`src/rtl/hamming_frame_counter_pkg.sv`:
```
// Shared constants and helpers for the serial Hamming encode/decode path.
// Parity positions are one-based powers of two; is_pow2 is reused by the encoder and decoder.
package hamming_pkg;

    localparam int   SHORT_LEN_DEF = 7;
    localparam int   LONG_LEN_DEF  = 15;
    localparam logic MODE_SHORT    = 1'b0;
    localparam logic MODE_LONG     = 1'b1;

    function automatic logic is_pow2(input logic [31:0] position);
        return (position != 32'd0) && ((position & (position - 32'd1)) == 32'd0);
    endfunction

endpackage

```
`src/rtl/hamming_frame_counter_if.sv`:
```
// Frame-done request bus toward the codeword store.
// The master raises write and presents the frame count; the store answers with out_ready.
interface hamming_frame_counter_if #(
    parameter int FCNT_W = 16
);
    logic              write;
    logic              out_ready;
    logic [FCNT_W-1:0] frame_cnt;

    modport master (output write, output frame_cnt, input out_ready);
    modport slave  (input write, input frame_cnt, output out_ready);
endinterface

```
`src/rtl/hamming_frame_counter_req_hold.sv`:
```
// Holds the frame-done request until the store accepts it.
// Also tracks a sticky overrun for frames that complete while a request is still pending.
module hamming_req_hold (
    input  logic clk,
    input  logic reset,
    input  logic i_set,
    input  logic i_ready,
    input  logic i_clrErr,
    output logic o_write,
    output logic o_overrun
);

    logic r_write;
    logic r_overrun;
    logic w_overrunEvent;

    // A completion that lands on an unaccepted request merges into it and counts as an overrun.
    assign w_overrunEvent = i_set && r_write && !i_ready;

    always_ff @(posedge clk) begin
        if (reset) begin
            r_write   <= 1'b0;
            r_overrun <= 1'b0;
        end else begin
            if (i_set) begin
                r_write <= 1'b1;
            end else if (r_write && i_ready) begin
                r_write <= 1'b0;
            end

            if (w_overrunEvent) begin
                r_overrun <= 1'b1;
            end else if (i_clrErr) begin
                r_overrun <= 1'b0;
            end
        end
    end

    assign o_write   = r_write;
    assign o_overrun = r_overrun;

endmodule

```
`src/rtl/hamming_frame_counter.sv`:
```
// Bit-position sequencer for one serial Hamming codeword with a selectable length per frame.
// Reports the current bit index, parity positions, completed frames and a held write request.
module hamming_frame_counter
    import hamming_pkg::*;
#(
    parameter int SHORT_LEN = SHORT_LEN_DEF,
    parameter int LONG_LEN  = LONG_LEN_DEF,
    parameter int CNT_W     = 4,
    parameter int FCNT_W    = 16
) (
    input  logic                 clk,
    input  logic                 reset,
    input  logic                 i_en,
    input  logic                 i_mode,
    input  logic                 i_clrErr,
    hamming_frame_counter_if.master bus,
    output logic [CNT_W-1:0]     o_bitIdx,
    output logic                 o_isParity,
    output logic                 o_frameLenLong,
    output logic                 o_overrun
);

    localparam logic [CNT_W-1:0] SHORT_LAST = CNT_W'(SHORT_LEN - 1);
    localparam logic [CNT_W-1:0] LONG_LAST  = CNT_W'(LONG_LEN - 1);

    logic [CNT_W-1:0]  r_bitIdx;
    logic              r_frameLenLong;
    logic [FCNT_W-1:0] r_frameCnt;
    logic              w_frameLong;
    logic [CNT_W-1:0]  w_lastIdx;
    logic              w_lastBit;
    logic              w_write;

    // On the first bit the live mode decides the length, since the latch updates only at this edge.
    assign w_frameLong = (r_bitIdx == '0) ? i_mode : r_frameLenLong;
    assign w_lastIdx   = (w_frameLong == MODE_LONG) ? LONG_LAST : SHORT_LAST;
    assign w_lastBit   = i_en && (r_bitIdx == w_lastIdx);

    always_ff @(posedge clk) begin
        if (reset) begin
            r_bitIdx       <= '0;
            r_frameLenLong <= MODE_SHORT;
            r_frameCnt     <= '0;
        end else if (i_en) begin
            if (r_bitIdx == '0) begin
                r_frameLenLong <= i_mode;
            end
            if (w_lastBit) begin
                r_bitIdx   <= '0;
                r_frameCnt <= r_frameCnt + 1'b1;
            end else begin
                r_bitIdx <= r_bitIdx + 1'b1;
            end
        end
    end

    hamming_req_hold u_reqHold (
        .clk       (clk),
        .reset     (reset),
        .i_set     (w_lastBit),
        .i_ready   (bus.out_ready),
        .i_clrErr  (i_clrErr),
        .o_write   (w_write),
        .o_overrun (o_overrun)
    );

    assign bus.write      = w_write;
    assign bus.frame_cnt  = r_frameCnt;
    assign o_bitIdx       = r_bitIdx;
    assign o_isParity     = is_pow2(32'(r_bitIdx) + 32'd1);
    assign o_frameLenLong = r_frameLenLong;

endmodule

```
`src/flat_wrapper.sv`:
```
// flat-port wrapper written by rule: the top's interface ports become plain ports
module hamming_frame_counter_flat import hamming_pkg::*;
#(
    parameter int SHORT_LEN = SHORT_LEN_DEF,
    parameter int LONG_LEN  = LONG_LEN_DEF,
    parameter int CNT_W     = 4,
    parameter int FCNT_W    = 16
)
  (clk, reset, i_en, i_mode, i_clrErr, o_bitIdx, o_isParity, o_frameLenLong, o_overrun, bus_write, bus_frame_cnt, bus_out_ready);
  hamming_frame_counter_if #(.FCNT_W(FCNT_W)) bus_i ();
  input  logic clk;
  input  logic reset;
  input  logic i_en;
  input  logic i_mode;
  input  logic i_clrErr;
  output logic [CNT_W-1:0] o_bitIdx;
  output logic o_isParity;
  output logic o_frameLenLong;
  output logic o_overrun;
  output wire logic [$bits(bus_i.write)-1:0] bus_write;
  output wire logic [$bits(bus_i.frame_cnt)-1:0] bus_frame_cnt;
  input wire logic [$bits(bus_i.out_ready)-1:0] bus_out_ready;
  assign bus_write = bus_i.write;
  assign bus_frame_cnt = bus_i.frame_cnt;
  assign bus_i.out_ready = bus_out_ready;
  hamming_frame_counter #(.SHORT_LEN(SHORT_LEN), .LONG_LEN(LONG_LEN), .CNT_W(CNT_W), .FCNT_W(FCNT_W)) u_core (.clk(clk), .reset(reset), .i_en(i_en), .i_mode(i_mode), .i_clrErr(i_clrErr), .bus(bus_i), .o_bitIdx(o_bitIdx), .o_isParity(o_isParity), .o_frameLenLong(o_frameLenLong), .o_overrun(o_overrun));
endmodule
```
`config.mk`:
```
export PLATFORM = sky130hd
export DESIGN_NAME = hamming_frame_counter_flat
export DESIGN_NICKNAME = d
export VERILOG_FILES = /design/src/rtl/hamming_frame_counter_pkg.sv /design/src/rtl/hamming_frame_counter_if.sv /design/src/rtl/hamming_frame_counter_req_hold.sv /design/src/rtl/hamming_frame_counter.sv /design/src/flat_wrapper.sv
export SDC_FILE = /design/constraint.sdc
export NUM_CORES = 1
export LEC_CHECK = 0
export CORE_ASPECT_RATIO = 1.75
export CORE_UTILIZATION = 51
export CTS_CLUSTER_DIAMETER = 120
export DETAILED_ROUTE_END_ITERATION = 12
export PLACE_DENSITY = 0.83
export SLEW_MARGIN = 15
export SYNTH_ARGS = -nofsm -noshare
export SYNTH_HDL_FRONTEND = slang
export SYNTH_HIERARCHICAL = 1
export SYNTH_SLANG_ARGS = --single-unit
```
`constraint.sdc`:
```
create_clock -name clk -period 6.6 [get_ports clk]
set_clock_uncertainty 0.15 [all_clocks]
set_input_delay 1.65 -clock clk [delete_from_list [all_inputs] [get_ports clk]]
set_output_delay 1.65 -clock clk [all_outputs]
set_load 0.005 [all_outputs]
```
# After elaboration in Yosys (flattened, before gate mapping)
# Index checks and enable logic that the tools add are counted.
[op_classes]
n_addsub = 4
n_eq_ne = 1
n_mux = 7
n_bitwise = 1
reduce_logical = 12
[ops]
columns = ["cell", "n"]
rows = [
  ["32-bit bitwise AND", 1],
  ["32-bit logical NOT", 1],
  ["32-bit nonzero test", 1],
  ["32-bit by 1-bit subtractor with 32-bit output, second input constant", 1],
  ["16-bit by 1-bit adder with 16-bit output, second input constant", 1],
  ["4-bit two-way mux", 2],
  ["4-bit by 1-bit adder with 5-bit output, second input constant", 1],
  ["1-bit logical AND", 5],
  ["1-bit two-way mux", 5],
  ["4-bit by 1-bit adder with 4-bit output, second input constant", 1],
  ["4-bit == test", 1],
  ["4-bit logical NOT", 1],
  ["2-bit nonzero test", 2],
  ["2-bit AND reduction", 1],
  ["1-bit logical NOT", 1],
]
[word_totals]
register_bits = 23
output_inout_bits = 24
wordCells = 30

# Logic depth before layout (Yosys ltp)
# Gate-level depths: netlist (run 1).
[logic_depth]
ltp_word = 8
mapped_depth = 7

# Hierarchy
# Netlist (run 1), hierarchy kept.
[modules_own_cells]
columns = ["module", "instances", "cells_per_inst", "area_each_um2"]
rows = [
  ["hamming_frame_counter", 1, 128, 1116.1],
  ["hamming_req_hold", 1, 7, 71.3],
]

# Worst setup path before layout (run 1)
# Ideal clock, no wire load.
[synth_path]
path_kind = "flip-flop to output port"
from = "register u_core.r_bitIdx[1], in the netlist u_core/o_bitIdx[1]"
to = "output port o_isParity"
arrival_ns = 1.654
slack_ns = 3.146
stages_incl_launch_ff = 8
path_buffers = 0
cell_sequence = "dfxtp_1 > ha_1 > inv_1 > ha_1 > nand3_1 > nand3_1 > o21ai_0 > a2111oi_0"
[synth_between]
elab_chain_len = 5
[synth_rtl]
columns = ["element", "line_no", "text"]
rows = [
  ["start, declared", "hamming_frame_counter.sv:26", "logic [CNT_W-1:0] r_bitIdx;"],
  ["start signal, assigned", "hamming_frame_counter.sv:52", "r_bitIdx <= r_bitIdx + 1'b1;"],
  ["4-bit by 1-bit adder with 5-bit output *", "hamming_frame_counter.sv:70", "assign o_isParity = is_pow2(32'(r_bitIdx) + 32'd1);"],
  ["32-bit by 1-bit subtractor with 32-bit output", "hamming_frame_counter_pkg.sv:11", "return (position != 32'd0) && ((position & (position - 32'd1)) == 32'd0);"],
  ["32-bit bitwise AND", "hamming_frame_counter_pkg.sv:11", ""],
  ["32-bit logical NOT", "hamming_frame_counter_pkg.sv:11", ""],
  ["1-bit logical AND *", "hamming_frame_counter_pkg.sv:11", ""],
  ["end, declared", "flat_wrapper.sv:17", "output logic o_isParity;"],
]
# Mark *: on every way between the ends. The rest lies on a longest branch, timed or not.

# Final worst setup path (run 1)
# Ends and elaborated chain as after synthesis.

==> results of run 1 <==
-- state kept, by name (all words and copies together) (netlist names) --
register / cells
u_core/bus.frame_cnt: 16
u_core/o_bitIdx: 4
u_core/o_frameLenLong: 1
u_core/u_reqHold/o_overrun: 1
u_core/u_reqHold/o_write: 1
-- cell families (layout without fill, tap and decap cells) --
logic type | after synthesis | after routing | share of synthesized area
fa+ha+maj | 6 | 6 | 0.0632
buf+inv | 11 | 39 | 0.0485
simple gates | 57 | 57 | 0.278
xor+xnor | 7 | 7 | 0.0674
flops | 23 | 23 | 0.388
mux | 2 | 2 | 0.0179
compound gates | 29 | 29 | 0.137
-- where the power goes --
part	leakage (nW)	total (W)	switching (W)	internal [W]
logic	0.289	0.0000204	0.00000931	0.0000111
clock network	0.0150	0.0000627	0.0000392	0.0000235
registers	0.186	0.000143	0.00000298	0.000140
-- tightest hold or removal path, cell delays in order (launching register included) --
cell	delay, ps
dfxtp_1	360
nand2_1	60
a21oi_1	50
-- placed cells by master, fill, tap and decap left out, types with 3 or more instances in the layout --
master	count
nand2_1	10
a21oi_1	14
nand4_1	3
o31ai_1	4
xnor2_1	6
clkdlybuf4s50_1	29
o21ai_0	9
ha_1	6
or4_1	3
dfxtp_1	23
inv_1	6
nand3_1	9
or3_2	5
clkbuf_4	3
nor2_1	9
nand2b_1	3
-- worst max-delay path by stage --
stage                               startpoint  depth (start not counted)  slack [ps]          to
6_report       u_core/o_bitIdx[1]$_SDFFE_PP0P_                          8        2140  o_isParity
5_1_grt        u_core/o_bitIdx[1]$_SDFFE_PP0P_                          8        1940  o_isParity
4_1_cts        u_core/o_bitIdx[1]$_SDFFE_PP0P_                          8        2090  o_isParity
3_5_place_dp   u_core/o_bitIdx[1]$_SDFFE_PP0P_                          8        2460  o_isParity
3_3_place_gp   u_core/o_bitIdx[1]$_SDFFE_PP0P_                          8        2610  o_isParity
2_1_floorplan  u_core/o_bitIdx[1]$_SDFFE_PP0P_                          7        3150  o_isParity
-- stage by stage --
step	util	power, W	instance area (um2)	hold slack [ps]
2_1_floorplan	-	0.000157	1190	318
3_3_place_gp	0.686	0.000166	1470	308
3_5_place_dp	0.686	0.000167	1470	341
4_1_cts	0.698	0.000229	1500	358
5_1_grt	0.698	0.000235	1500	397
6_report	0.698	0.000226	1500	353
-- synth_stat cells --
cell type and count:
dfxtp_1 23, a21oi_1 14, nand2_1 10, nand3_1 9
nor2_1 9, o21ai_0 9, ha_1 6, inv_1 6
xnor2_1 6, or3_2 5, o31ai_1 4, nand2b_1 3
nand4_1 3, or4_1 3, buf_6 2, clkbuf_1 2
nor4_1 2, or3_1 2, a2111oi_0 1, and2_2 1
and4_1 1, and4bb_2 1, buf_2 1, mux2_2 1
mux2i_1 1, nand3b_1 1, nor3_1 1, nor3b_1 1
nor4b_1 1, o22a_1 1, or2_2 1, or2b_1 1
or3b_1 1, or4_4 1, xor2_4 1
-- per-layer routing --
metal  track usage  vias up  routed length (um)
li1              -      545                   -
met1         0.214      491                 921
met2         0.424       25                1390
met3        0.0202        2                  74
met4        0.0776        0                  17
met5             0        -                   0
-- layout make-up --
type | count | area [um2] | area share
multi-input cells | 101 | 669 | 0.447
inverters | 6 | 22.5 | 0.0150
clock buffers | 4 | 26.3 | 0.0175
flip-flops and latches | 23 | 460 | 0.307
well taps | 24 | 30.0 | 0.0200
repair buffers | 29 | 290 | 0.194
==> results.md, run 1 <==
- CP Data Arrival Time: 2660 ps
- Final setup viols: 0
- Clock Latency Late Sink: 300 ps
- Syn_nets: 147
- Area contributors post-synth: dfxtp_1 (39%), ha_1 (6.3%), a21oi_1 (5.9%)
- CTS tree: done
- CTS Root Cell: clkbuf_4
- Critical Path Source Type: flip-flop
- Post-CTS Setup Repair Bufs: 0
- Synth top area share: 0.388
- First-pass GRT wire length: 3980 um
- Max-cap viol count: 0
- Die span in x: 38.5 um
- Routed via count: 1,063
- Post-route DRC: 0
- Syn-to-layout area delta: 26.2%
- CP peak stage delay: 580 ps
- Power Dens Cells: 151 mW/mm2
- Final non-filler cell total: 187
- Status: completed
- Mean post-synth cell area: 8.80 um2
- Critical path peak fanout: 8
- Routability Congestion: 0.788
- Post-CTS sizing: 0
- DP Cell Count: 183
- Grt total ovfl: 0
- Mapped Area: 0.00119 mm2
- Vias in the first global route: 981
- Leak pwr: 0.490 nW
- Syn. warnings: 6
- CP top delay family: buffers and inverters
- Library cells used by synthesis: 35
- Fillers: 181
- #FFs+latches synth: 23
- Post-DR vias/cell: 5.68
- Worst Hold Depth: 2
- Worst slack at placement: 2460 ps
- CTS Buf Count: 3
- HP Start: u_core/bus.frame_cnt[1]$_SDFFE_PP0P_
- Initial core utilization: 0.553
- WL/cell: 12.9 um
- Row count: 22
- Global-route usage over all layers: 0.215
- Htree depth: 1
- Largest net degree at the start of global routing: 25
- Worst flop-to-flop path endpoint: u_core/bus.frame_cnt[14]$_SDFFE_PP0P_
- Worst Setup End Kind: primary output
- Layout cells sized above 1: 0.0859
- First-pass iteration count of the detailed router: 4
- Register area share after synthesis: 0.388
- Area of the core: 0.00215 mm2
- Post-cts hold buffer count: 0
- Worst setup slack after layout: 2140 ps
- Mapped Cells: 135
- CP Class: flip-flop to primary output
- Worst reg2reg startpoint: u_core/o_bitIdx[0]$_SDFFE_PP0P_
- Critical-path top delay cell: clkdlybuf4s50_1
- Worst rel slew slack: 0.462
- Hold EP: u_core/bus.frame_cnt[1]$_SDFFE_PP0P_
- Internal reg-to-reg setup slack: 4200 ps
- Hold Vio Cnt, Final: 0
- RSZ-0062 raised after global routing: false
- R2r worst-path depth: 6
- Hold Path Class: flip-flop to flip-flop
- Max Root-Sink Buffers: 2
- CP cell instances: ha_1 -> inv_1 -> ha_1 -> nand3_1 -> nand3_1 -> o21ai_0 -> a2111oi_0 -> clkdlybuf4s50_1
- Top cell type by total area after synthesis: dfxtp_1
- TritonCTS Sinks: 23
- Antenna violations before repair: 0
- Die H: 65.8 um
- Fin crit share: 0.676
- WP buf/inv: 2
- Fin nets: 176
- Io pins: 30
- Ant. Diodes: 0
- Final Max Tran Viols: 0
- Reg clk slew, reported paths: 120 ps
- IO buf count: 29
- F_max: 0.224 GHz
- DRT antenna net count: 0
- Setup TNS: 0 ps
- CP Data Required Time: 4800 ps
- DRT iter0 DRCs: 20
- Routed Wire Length: 2410 um
- Pin slew with the least headroom to its limit: 804 ps
- Die area: 0.00253 mm2
- Min cycle time layout: 4460 ps
- Post-DP HPWL: 1860 um
- Worst vdd ir: 0.0962 mV
No activity file was read; power rests on OpenSTA's default activity.
==> inputs of run 2 (changes only) <==
--- a/config.mk
+++ b/config.mk
@@ -6,10 +6,10 @@
 export NUM_CORES = 1
 export LEC_CHECK = 0
 export CORE_ASPECT_RATIO = 1.75
-export CORE_UTILIZATION = 51
+export CORE_UTILIZATION = 43
 export CTS_CLUSTER_DIAMETER = 120
 export DETAILED_ROUTE_END_ITERATION = 12
-export PLACE_DENSITY = 0.83
+export PLACE_DENSITY = 0.74
 export SLEW_MARGIN = 15
 export SYNTH_ARGS = -nofsm -noshare
 export SYNTH_HDL_FRONTEND = slang
==> constraint.sdc (replaced) <==
create_clock -name clk -period 4.1 [get_ports clk]
set_clock_uncertainty 0.15 [all_clocks]
set_input_delay 1.025 -clock clk [delete_from_list [all_inputs] [get_ports clk]]
set_output_delay 1.025 -clock clk [all_outputs]
set_load 0.005 [all_outputs]
==> run 2 against run 1 <==
  * Cell count up 1.1%
  * Via count up 0.38%
  * Clock power up 120%
  * Sequential power up 61%
  * Critical path type unchanged
  * Critical path depth down 1
  * Sequential cell count unchanged
  * First-iteration DRC count up 140%
  * Non-clock buffer count unchanged
  * Total power up 78%
  * Die area up 18%
  * Utilization down 10 points
==> results.md, run 2 (synthesis gave the netlist of run 1 again) <==
- Pin slew with the least headroom to its limit: 869 ps (was 804 ps)
- RSZ-0062 raised after global routing: false (unchanged)
- Worst rel slew slack: 0.419 (was 0.462)
- First-pass GRT wire length: 4370 um (was 3980 um)
- Syn-to-layout area delta: 28.1% (was 26.2%)
- Critical Path Source Type: flip-flop (unchanged)
- Layout cells sized above 1: 0.0920 (was 0.0859)
- Post-DR vias/cell: 5.65 (was 5.68)
- Max-cap viol count: 0 (unchanged)
- Grt total ovfl: 0 (unchanged)
- Max reg flops: 16 (unchanged)
- Leak pwr: 0.500 nW (was 0.490 nW)
- Comb power frac: 0.083 (was 0.090)
- Ant. Diodes: 0 (unchanged)
- Vias in the first global route: 1,022 (was 981)
- Internal: 0.000311 W (was 0.000175 W)
- CTS tree: done (unchanged)
- CP cell instances: ha_1 -> inv_1 -> ha_1 -> nand2_1 -> o22a_1 -> a2111oi_0 -> clkdlybuf4s50_1 (was ha_1 -> inv_1 -> ha_1 -> nand3_1 -> nand3_1 -> o21ai_0 -> a2111oi_0 -> clkdlybuf4s50_1)
- First-pass iteration count of the detailed router: 4 (unchanged)
- Most frequent cells in the layout: clkdlybuf4s50_1 (29), dfxtp_1 (23), a21oi_1 (14) (unchanged)
- Routed Wire Length: 2510 um (was 2410 um)
- Post-CTS Setup Repair Bufs: 0 (unchanged)
- Die area: 0.00298 mm2 (was 0.00253 mm2)
- Critical-path top delay cell: clkdlybuf4s50_1 (unchanged)
- Io pins: 30 (unchanged)
- Initial core utilization: 0.465 (was 0.553)
- CP Class: flip-flop to primary output (unchanged)
- Max Root-Sink Buffers: 2 (unchanged)
- Row count: 24 (was 22)
- DP Cell Count: 185 (was 183)
- Hold Vio Cnt, Final: 0 (unchanged)
- Global-route usage over all layers: 0.186 (was 0.215)
- TritonCTS Sinks: 23 (unchanged)
- Final setup viols: 0 (unchanged)
- Post-cts hold buffer count: 0 (unchanged)
- Post-DP HPWL: 1860 um (about the same)
- WHS: 345 ps (was 353 ps)
- Critical path peak fanout: 8 (unchanged)
- Crit path top cell by count: ha_1
- Commonest non-fill, non-tap cell in the layout: clkdlybuf4s50_1 (unchanged)
- Power Dens Cells: 264 mW/mm2 (was 151 mW/mm2)
- Post-CTS sizing: 0 (unchanged)
- Status: completed (unchanged)
- Final Max Tran Viols: 0 (unchanged)
- Die H: 71.5 um (was 65.8 um)
- Worst vdd ir: 0.185 mV (was 0.0962 mV)
- CTS Buf Count: 3 (unchanged)
- Largest net degree at the start of global routing: 25 (unchanged)
- Htree depth: 1 (unchanged)
- WL/cell: 13.3 um (was 12.9 um)
- Antenna violations before repair: 0 (unchanged)
- Sw power: 0.0000908 W (was 0.0000515 W)
- Fin crit share: 0.930
- Area of the core: 0.00255 mm2 (was 0.00215 mm2)
- CTS Root Cell: clkbuf_8 (was clkbuf_4)
- Routability Congestion: 0.760 (was 0.788)
- Post-route DRC: 0 (unchanged)
- Sequential power share: 0.573 (was 0.633)
- Sw Share: 0.226 (was 0.227)
- Setup TNS: 0 ps (unchanged)
- Final non-filler cell total: 189 (was 187)
- Clock Latency Late Sink: 260 ps (was 300 ps)
- Reg clk slew, reported paths: 80 ps (was 120 ps)
- Min cycle time layout: 3810 ps
- Routed via count: 1,067 (was 1,063)
- DRT iter0 DRCs: 47 (was 20)
- Fin nets: 176 (unchanged)
- Hold Path Class: flip-flop to flip-flop (unchanged)
- Die span in x: 41.7 um (was 38.5 um)
- IO buf count: 29 (unchanged)
- CP Data Arrival Time: 2640 ps (was 2660 ps)
- Clock Power Share: 0.345 (was 0.277)
- DRT antenna net count: 0 (unchanged)
- CP peak stage delay: 590 ps (was 580 ps)
- Worst Setup End Kind: primary output (unchanged)
- CP Data Required Time: 2920 ps (was 4800 ps)
- F_max: 0.262 GHz
[run 2: power groups by stage]
stage	logic, W	registers, W	clock network [W]
floorplan	0.0000174	0.000235	0
global placement	0.0000322	0.000235	0
detailed placement	0.0000327	0.000236	0
CTS	0.0000331	0.000230	0.000143
global route	0.0000361	0.000231	0.000154
finish	0.0000332	0.000230	0.000139
[run 2: metrics by stage]
stage                     instance area [um2]   util  power, W  setup slack [ps]
after floorplan                          1190      -  0.000253              1270
after global placement                   1480  0.578  0.000268               713
after detailed placement                 1480  0.578  0.000268               600
after CTS                                1520  0.596  0.000406               267
after global routing                     1520  0.596  0.000421              75.3
final                                    1520  0.596  0.000402               288
[run 2: worst max-delay path: cells and delay by family (launching register included)]
| kind | cells | cell delay, ps |
|---|---|---|
| buf+inv | 2 | 640 |
| compound gates | 2 | 640 |
| fa+ha+maj | 2 | 540 |
| flops | 1 | 470 |
| simple gates | 1 | 80 |
[run 2: area by class of cell]
cell class	instances	area, um2
fillers	223	1030
multi-input cells	101	669
flip-flops and latches	23	460
repair buffers	29	290
clock buffers	3	41.3
well taps	26	32.5
inverters	6	22.5
clock inverters	1	5.00
[run 2: final timing paths]
kind | slack [ps] | start | cells past startpoint | endpoint
max | 290 | u_core/o_bitIdx[1]$_SDFFE_PP0P_ | 7 | o_isParity
max reg2reg | 1720 | u_core/o_bitIdx[0]$_SDFFE_PP0P_ | 6 | u_core/bus.frame_cnt[13]$_SDFFE_PP0P_
min reg2reg | 350 | u_core/bus.frame_cnt[15]$_SDFFE_PP0P_ | 2 | u_core/bus.frame_cnt[15]$_SDFFE_PP0P_
min | 350 | u_core/bus.frame_cnt[15]$_SDFFE_PP0P_ | 2 | u_core/bus.frame_cnt[15]$_SDFFE_PP0P_
[run 2: layer usage]
| layer | share of wire | vias up | GRT usage |
|---|---|---|---|
| met4 | 0.017 | 0 | 0.0968 |
| met1 | 0.40 | 497 | 0.186 |
| met2 | 0.56 | 23 | 0.358 |
| li1 | - | 543 | - |
| met3 | 0.029 | 4 | 0.0252 |
| met5 | 0 | - | 0 |
